## src/rtl/izhikevich_update_unit.sv

```systemverilog
// Izhikevich neuron update sequencer: sweeps every neuron once, reads v/u from the
// state register, computes the Q8.8 update with the sampled current and writes it back.
module izhikevich_update_unit #(
  parameter int                       numwidth   = 16,
  parameter int                       numneurons = 2,
  parameter int                       tagbits    = 1,
  parameter logic signed [numwidth:0] pa         = 17'sd5,
  parameter logic signed [numwidth:0] pb         = 17'sd51,
  parameter logic signed [numwidth:0] pc         = -17'sd16640,
  parameter logic signed [numwidth:0] pd         = 17'sd2048,
  parameter logic signed [numwidth:0] vthresh    = 17'sd7680
) (
  input  logic                       clk,
  input  logic                       asyn_reset,
  input  logic                       start,
  input  logic signed [numwidth:0]   v,
  input  logic signed [numwidth:0]   u,
  input  logic signed [numwidth:0]   i_in,
  output logic                       read,
  output logic                       write,
  output logic        [tagbits-1:0]  tag,
  output logic signed [numwidth:0]   v_new,
  output logic signed [numwidth:0]   u_new,
  output logic                       spike,
  output logic                       busy,
  output logic                       done
);

  localparam int AW = 40;
  typedef logic signed [AW-1:0] acc_t;
  typedef logic signed [numwidth:0] word_t;

  localparam acc_t SAT_MAX = {{(AW - numwidth){1'b0}}, {numwidth{1'b1}}};
  localparam acc_t SAT_MIN = {{(AW - numwidth){1'b1}}, {numwidth{1'b0}}};
  localparam logic [tagbits-1:0] LAST_TAG = tagbits'(numneurons - 1);

  typedef enum logic [2:0] {
    IDLE,
    READ,
    LOAD,
    CALC,
    WRITE,
    DONE
  } state_t;

  state_t             state_q;
  logic [tagbits-1:0] tag_q;
  logic               read_q, write_q, spike_q, busy_q, done_q;
  word_t              v_new_q, u_new_q;
  word_t              v_q, u_q, i_q;

  acc_t  v_w, u_w, i_w, vsq, vn, bv, un;
  logic  fire_d;
  word_t v_new_d, u_new_d;

  function automatic word_t sat(input acc_t x);
    if (x > SAT_MAX) return SAT_MAX[numwidth:0];
    if (x < SAT_MIN) return SAT_MIN[numwidth:0];
    return x[numwidth:0];
  endfunction

  // Full-precision update; every >>> 8 floors, and saturation touches only the final values.
  always_comb begin
    v_w     = acc_t'(v_q);
    u_w     = acc_t'(u_q);
    i_w     = acc_t'(i_q);
    vsq     = (((v_w * v_w) >>> 8) * acc_t'(10)) >>> 8;
    vn      = v_w + vsq + acc_t'(5) * v_w + acc_t'(35840) - u_w + i_w;
    bv      = (acc_t'(pb) * v_w) >>> 8;
    un      = u_w + ((acc_t'(pa) * (bv - u_w)) >>> 8);
    fire_d  = (vn >= acc_t'(vthresh));
    v_new_d = fire_d ? pc : sat(vn);
    u_new_d = fire_d ? sat(un + acc_t'(pd)) : sat(un);
  end

  always_ff @(posedge clk or posedge asyn_reset) begin
    if (asyn_reset) begin
      state_q <= IDLE;
      tag_q   <= '0;
      read_q  <= 1'b0;
      write_q <= 1'b0;
      spike_q <= 1'b0;
      busy_q  <= 1'b0;
      done_q  <= 1'b0;
      v_new_q <= '0;
      u_new_q <= '0;
      // NOTE: operand registers are cleared too so no X can reach v_new/u_new after reset.
      v_q     <= '0;
      u_q     <= '0;
      i_q     <= '0;
    end else begin
      // NOTE: strobes default low each cycle; the later assignments in the case win (non-blocking).
      read_q  <= 1'b0;
      write_q <= 1'b0;
      spike_q <= 1'b0;
      done_q  <= 1'b0;
      case (state_q)
        IDLE: begin
          if (start) begin
            state_q <= READ;
            tag_q   <= '0;
            read_q  <= 1'b1;
            busy_q  <= 1'b1;
          end
        end
        READ: state_q <= LOAD;
        LOAD: begin
          v_q     <= v;
          u_q     <= u;
          i_q     <= i_in;
          state_q <= CALC;
        end
        CALC: begin
          v_new_q <= v_new_d;
          u_new_q <= u_new_d;
          spike_q <= fire_d;
          write_q <= 1'b1;
          state_q <= WRITE;
        end
        WRITE: begin
          if (tag_q == LAST_TAG) begin
            state_q <= DONE;
            done_q  <= 1'b1;
          end else begin
            tag_q   <= tag_q + 1'b1;
            read_q  <= 1'b1;
            state_q <= READ;
          end
        end
        DONE: begin
          state_q <= IDLE;
          busy_q  <= 1'b0;
        end
        default: begin
          state_q <= IDLE;
          busy_q  <= 1'b0;
        end
      endcase
    end
  end

  assign read  = read_q;
  assign write = write_q;
  assign tag   = tag_q;
  assign v_new = v_new_q;
  assign u_new = u_new_q;
  assign spike = spike_q;
  assign busy  = busy_q;
  assign done  = done_q;

endmodule

```

## config.mk

```make
export PLATFORM = sky130hd
export DESIGN_NAME = izhikevich_update_unit
export DESIGN_NICKNAME = d
export VERILOG_FILES = /design/src/rtl/izhikevich_update_unit.sv
export SDC_FILE = /design/constraint.sdc
export NUM_CORES = 1
export LEC_CHECK = 0
export ABC_CLOCK_PERIOD_IN_PS = 13300
export CAP_MARGIN = 20
export CORE_ASPECT_RATIO = 0.5
export CORE_MARGIN = 4
export CORE_UTILIZATION = 55
export CTS_BUF_LIST = sky130_fd_sc_hd__clkbuf_4 sky130_fd_sc_hd__clkbuf_8
export DETAILED_ROUTE_END_ITERATION = 8
export HOLD_SLACK_MARGIN = 0.05
export PLACE_DENSITY_LB_ADDON = 0.05
export SETUP_SLACK_MARGIN = 0.5
export SYNTH_ARGS = -nofsm -noshare
export SYNTH_HDL_FRONTEND = slang
export SYNTH_SLANG_ARGS = --single-unit
export TNS_END_PERCENT = 10
```

## constraint.sdc

```tcl
create_clock -name clk -period 13.3 [get_ports clk]
set_input_delay 1.33 -clock clk [delete_from_list [all_inputs] [get_ports clk]]
set_output_delay 1.33 -clock clk [all_outputs]
set_load 0.01 [all_outputs]
```

==> summary.md <==
| Metric | Value |
|---|---|
| Final period util | `93.85%` |
| R2R depth | `49` |
| Top post-synthesis cells by area | `fa_1 32%, ha_1 18%, dfrtp_1 10%, inv_1 10%, xnor2_1 3.5%` |
| Gpl congestion | `0.8820` |
| Port Buffers | `93` |
| Ys Warns | `0` |
| First-pass GRT wire length | `95.16 mm` |
| Outcome | `finished, final reports clean` |
| Largest net degree at the start of global routing | `62` |
| Final HPWL from detailed placement | `49.42 mm` |
| Synth Cell Area | `23130 µm²` |
| Asr flop ratio synth | `100.0%` |
| Fmax | `80.11 MHz` |
| Worst path slowest cell | `fa_2` |
| Maximum root-to-sink buffer count | `2` |
| Final Hold Viols | `0` |
| Number of synthesized flops with an enable pin | `0` |
| 1st-iter DRT viols | `1117` |
| Hold depth | `2` |
| Clk_skew | `24.72 ps` |
| Vias per cell | `5.418` |
| Yosys top cell area share | `32.37%` |
| Seq/Total Area, Yosys | `10.17%` |
| Final setup margin | `817.4 ps` |
| # IOs | `94` |
| Hold Path Class | `reg2reg` |
| DRT antenna net count | `0` |
| Htree depth | `3` |
| CTS sink count | `94` |
| Top delay family on crit path | `adder cells` |
| Place WS | `-57.34 ps` |
| Share of cells above drive strength 1 | `11.24%` |
| Avg Cell Area, Syn | `9.011 µm²` |
| Hold_sp | `busy` |
| Core Region | `40990 µm²` |
| Biggest cell delay along the critical path | `570 ps` |
| First drt pass iteration count | `5` |
| Critical path's most frequent cell | `fa_1` |
| Area delta synth->final | `14.50%` |
| Vias in the first global route | `18204` |
| Clock buffer count from CTS | `9` |
| Cell accounting for the most synthesized area | `fa_1` |
| Setup crit start kind | `flip-flop` |
| Clk slew on worst S/H paths | `130 ps` |
| # DRC | `0` |
| R2R Setup Slk | `820 ps` |
| Setup TNS | `0 ps` |
| # fillers | `3507` |
| Worst setup startpoint | `v_q[6]` |
| Initial Utilization | `56.43%` |
| Slew HR | `48.02%` |
| Tightest Pin Transition | `769.9 ps` |
| Gr ovfl total | `0` |
| Min Tclk post-route | `12480 ps` |
| Synth Register Bits | `94` |
| Kind of critical path | `reg2reg` |
| Finish-stage setup viols | `0` |
| WL final | `58.63 mm` |
| Yosys cell types | `77` |
| CTS tree | `yes` |
| Hold Path Sink | `busy` |
| Row cnt | `52` |
| Max-cap violations | `0` |
| Die Y | `153.0 µm` |
| GRT Resource Usage Total | `26.19%` |
| Die width | `298.0 µm` |
| Ys flop type | `dfrtp_1` |
| Worst Path Required | `13640 ps` |
| Die area | `45600 µm²` |
| RR Endpoint | `u_new[2]` |
| Initial antenna violation count | `0` |
| Crit Path Max Fanout | `7` |
| CTS root buf | `clkbuf_8` |
| Worst Path Arrival | `12820 ps` |
| Crit end category | `flip-flop` |
| Final core utilization | `64.61%` |
| Worst reg2reg startpoint | `v_q[6]` |
| Number of hold buffers added after cts | `0` |
| Fin. max-slew vios | `0` |
| Via count | `17824` |
| N_diodes | `0` |
| NumNets Final | `3515` |
| Clk Latency, worst-skew pair | `440 ps` |
| RSZ-0062 raised after global routing | `true` |
| Wire per inst | `17.82 µm` |
| Post-synthesis cell count | `2567` |
| Mapped Nets | `3337` |
| Worst path bufs/invs | `10` |
worst max-delay path by stage:
stage          endpoint  cells after the start  slack (ps)
5_1_grt        u_new[0]                     56         330
2_1_floorplan  u_new[3]                     57         600
3_5_place_dp   u_new[3]                     54         -60
6_report       u_new[2]                     49         820
3_3_place_gp   u_new[6]                     53         220
4_1_cts        u_new[2]                     58         510
kinds of logic after synthesis:
| family | after synthesis | share of synthesized area, % |
|---|---|---|
| AND/OR/NAND/NOR | 531 | 10.66 |
| flip-flops | 94 | 10.17 |
| adder cells (fa/ha/maj) | 718 | 50.95 |
| AO/OA/AOI/OAI | 403 | 11.50 |
| XOR/XNOR | 121 | 4.614 |
| buffers and inverters | 677 | 11.01 |
| multiplexers | 23 | 1.098 |
layout by cell type (no fill, tap or decap), types with 77 or more instances in the layout:
master           Yosys  final
fa_1               374    369
clkdlybuf4s50_1      0     93
a21oi_1             93     77
ha_1               342    323
o21ai_0            109     89
buf_4                0    110
nor2_1             169    150
xnor2_1             93     86
nand2_1            168    165
inv_1              622    611
dfrtp_1             94     88
registers in the layout, indices dropped and copies added (netlist names), 3 cells and up:
register and count:
u_new 17, state_q 3, u_q 17, v_q 17
v_new 17, i_q 17
tightest hold or removal path, delay by kind of cell (launching register included):
family | cells | cell delay [ps]
and+or+nand+nor | 1 | 50
DFF | 1 | 360
AOI/OAI and AO/OA | 1 | 60
stage by stage:
stage | instance area (µm²) | std cells | hold WS (ps)
floorplan | 23130 | 2567 | 487.5
global placement | 25200 | 3235 | 471.4
detailed placement | 25200 | 3235 | 473.6
CTS | 25730 | 3264 | 504.9
global route | 26480 | 3290 | 533.2
finish | 26480 | 3290 | 494.0
Yosys cell counts (4+ instances only):
cell / n
o211ai_1: 13
clkbuf_1: 44
or2_2: 7
nand2b_1: 11
a211oi_1: 12
a21oi_1: 93
a31oi_1: 11
nor2_1: 169
nor3_1: 25
and3_1: 23
o31a_1: 6
nand3b_1: 4
o21bai_1: 6
nand4_1: 14
o21ai_0: 109
xnor2_1: 93
nand3_1: 24
nor2b_1: 22
a21o_1: 32
nor3b_1: 6
a21boi_0: 9
inv_1: 622
and2_1: 32
a22o_1: 6
ha_1: 342
and4_1: 4
nand2_1: 168
xor2_1: 27
buf_2: 4
o31ai_1: 6
fa_1: 374
mux2i_1: 4
a211o_1: 7
mux2_2: 19
clkinv_1: 4
or3_1: 10
dfrtp_1: 94
a41oi_1: 6
o2111ai_1: 11
o21a_1: 27
metal layers:
metal  vias to the layer above  global-route usage [%]  part of all wire, %
met4                         0                   4.632                  1.3
met2                       419                   40.31                   44
met1                      8840                   39.13                   48
met3                        41                   5.018                  6.4
li1                       8524                       -                    -
met5                         -                       0                    0
final cells by class:
| type | count | area [µm²] | area share [%] |
|---|---|---|---|
| Clock buffer | 10 | 131.4 | 0.4961 |
| Clock inverter | 6 | 55.05 | 0.2079 |
| Inverter | 628 | 2371 | 8.953 |
| Multi-Input combinational cell | 1796 | 18950 | 71.55 |
| Sequential cell | 94 | 2360 | 8.910 |
| Tap cell | 540 | 675.6 | 2.551 |
| Timing Repair Buffer | 216 | 1941 | 7.327 |
what timing repair did:
item / CTS / global route
setup buffers: 12 / 26
cloned: 1 / 0
gates resized for setup: 48 / 138
pin swaps: 25 / 104
endpoints found under the setup margin: 35 / 35
Power is left out: the tool's default activity adds up to more than one toggle a clock period on the data nets, which glitch-free logic cannot reach.
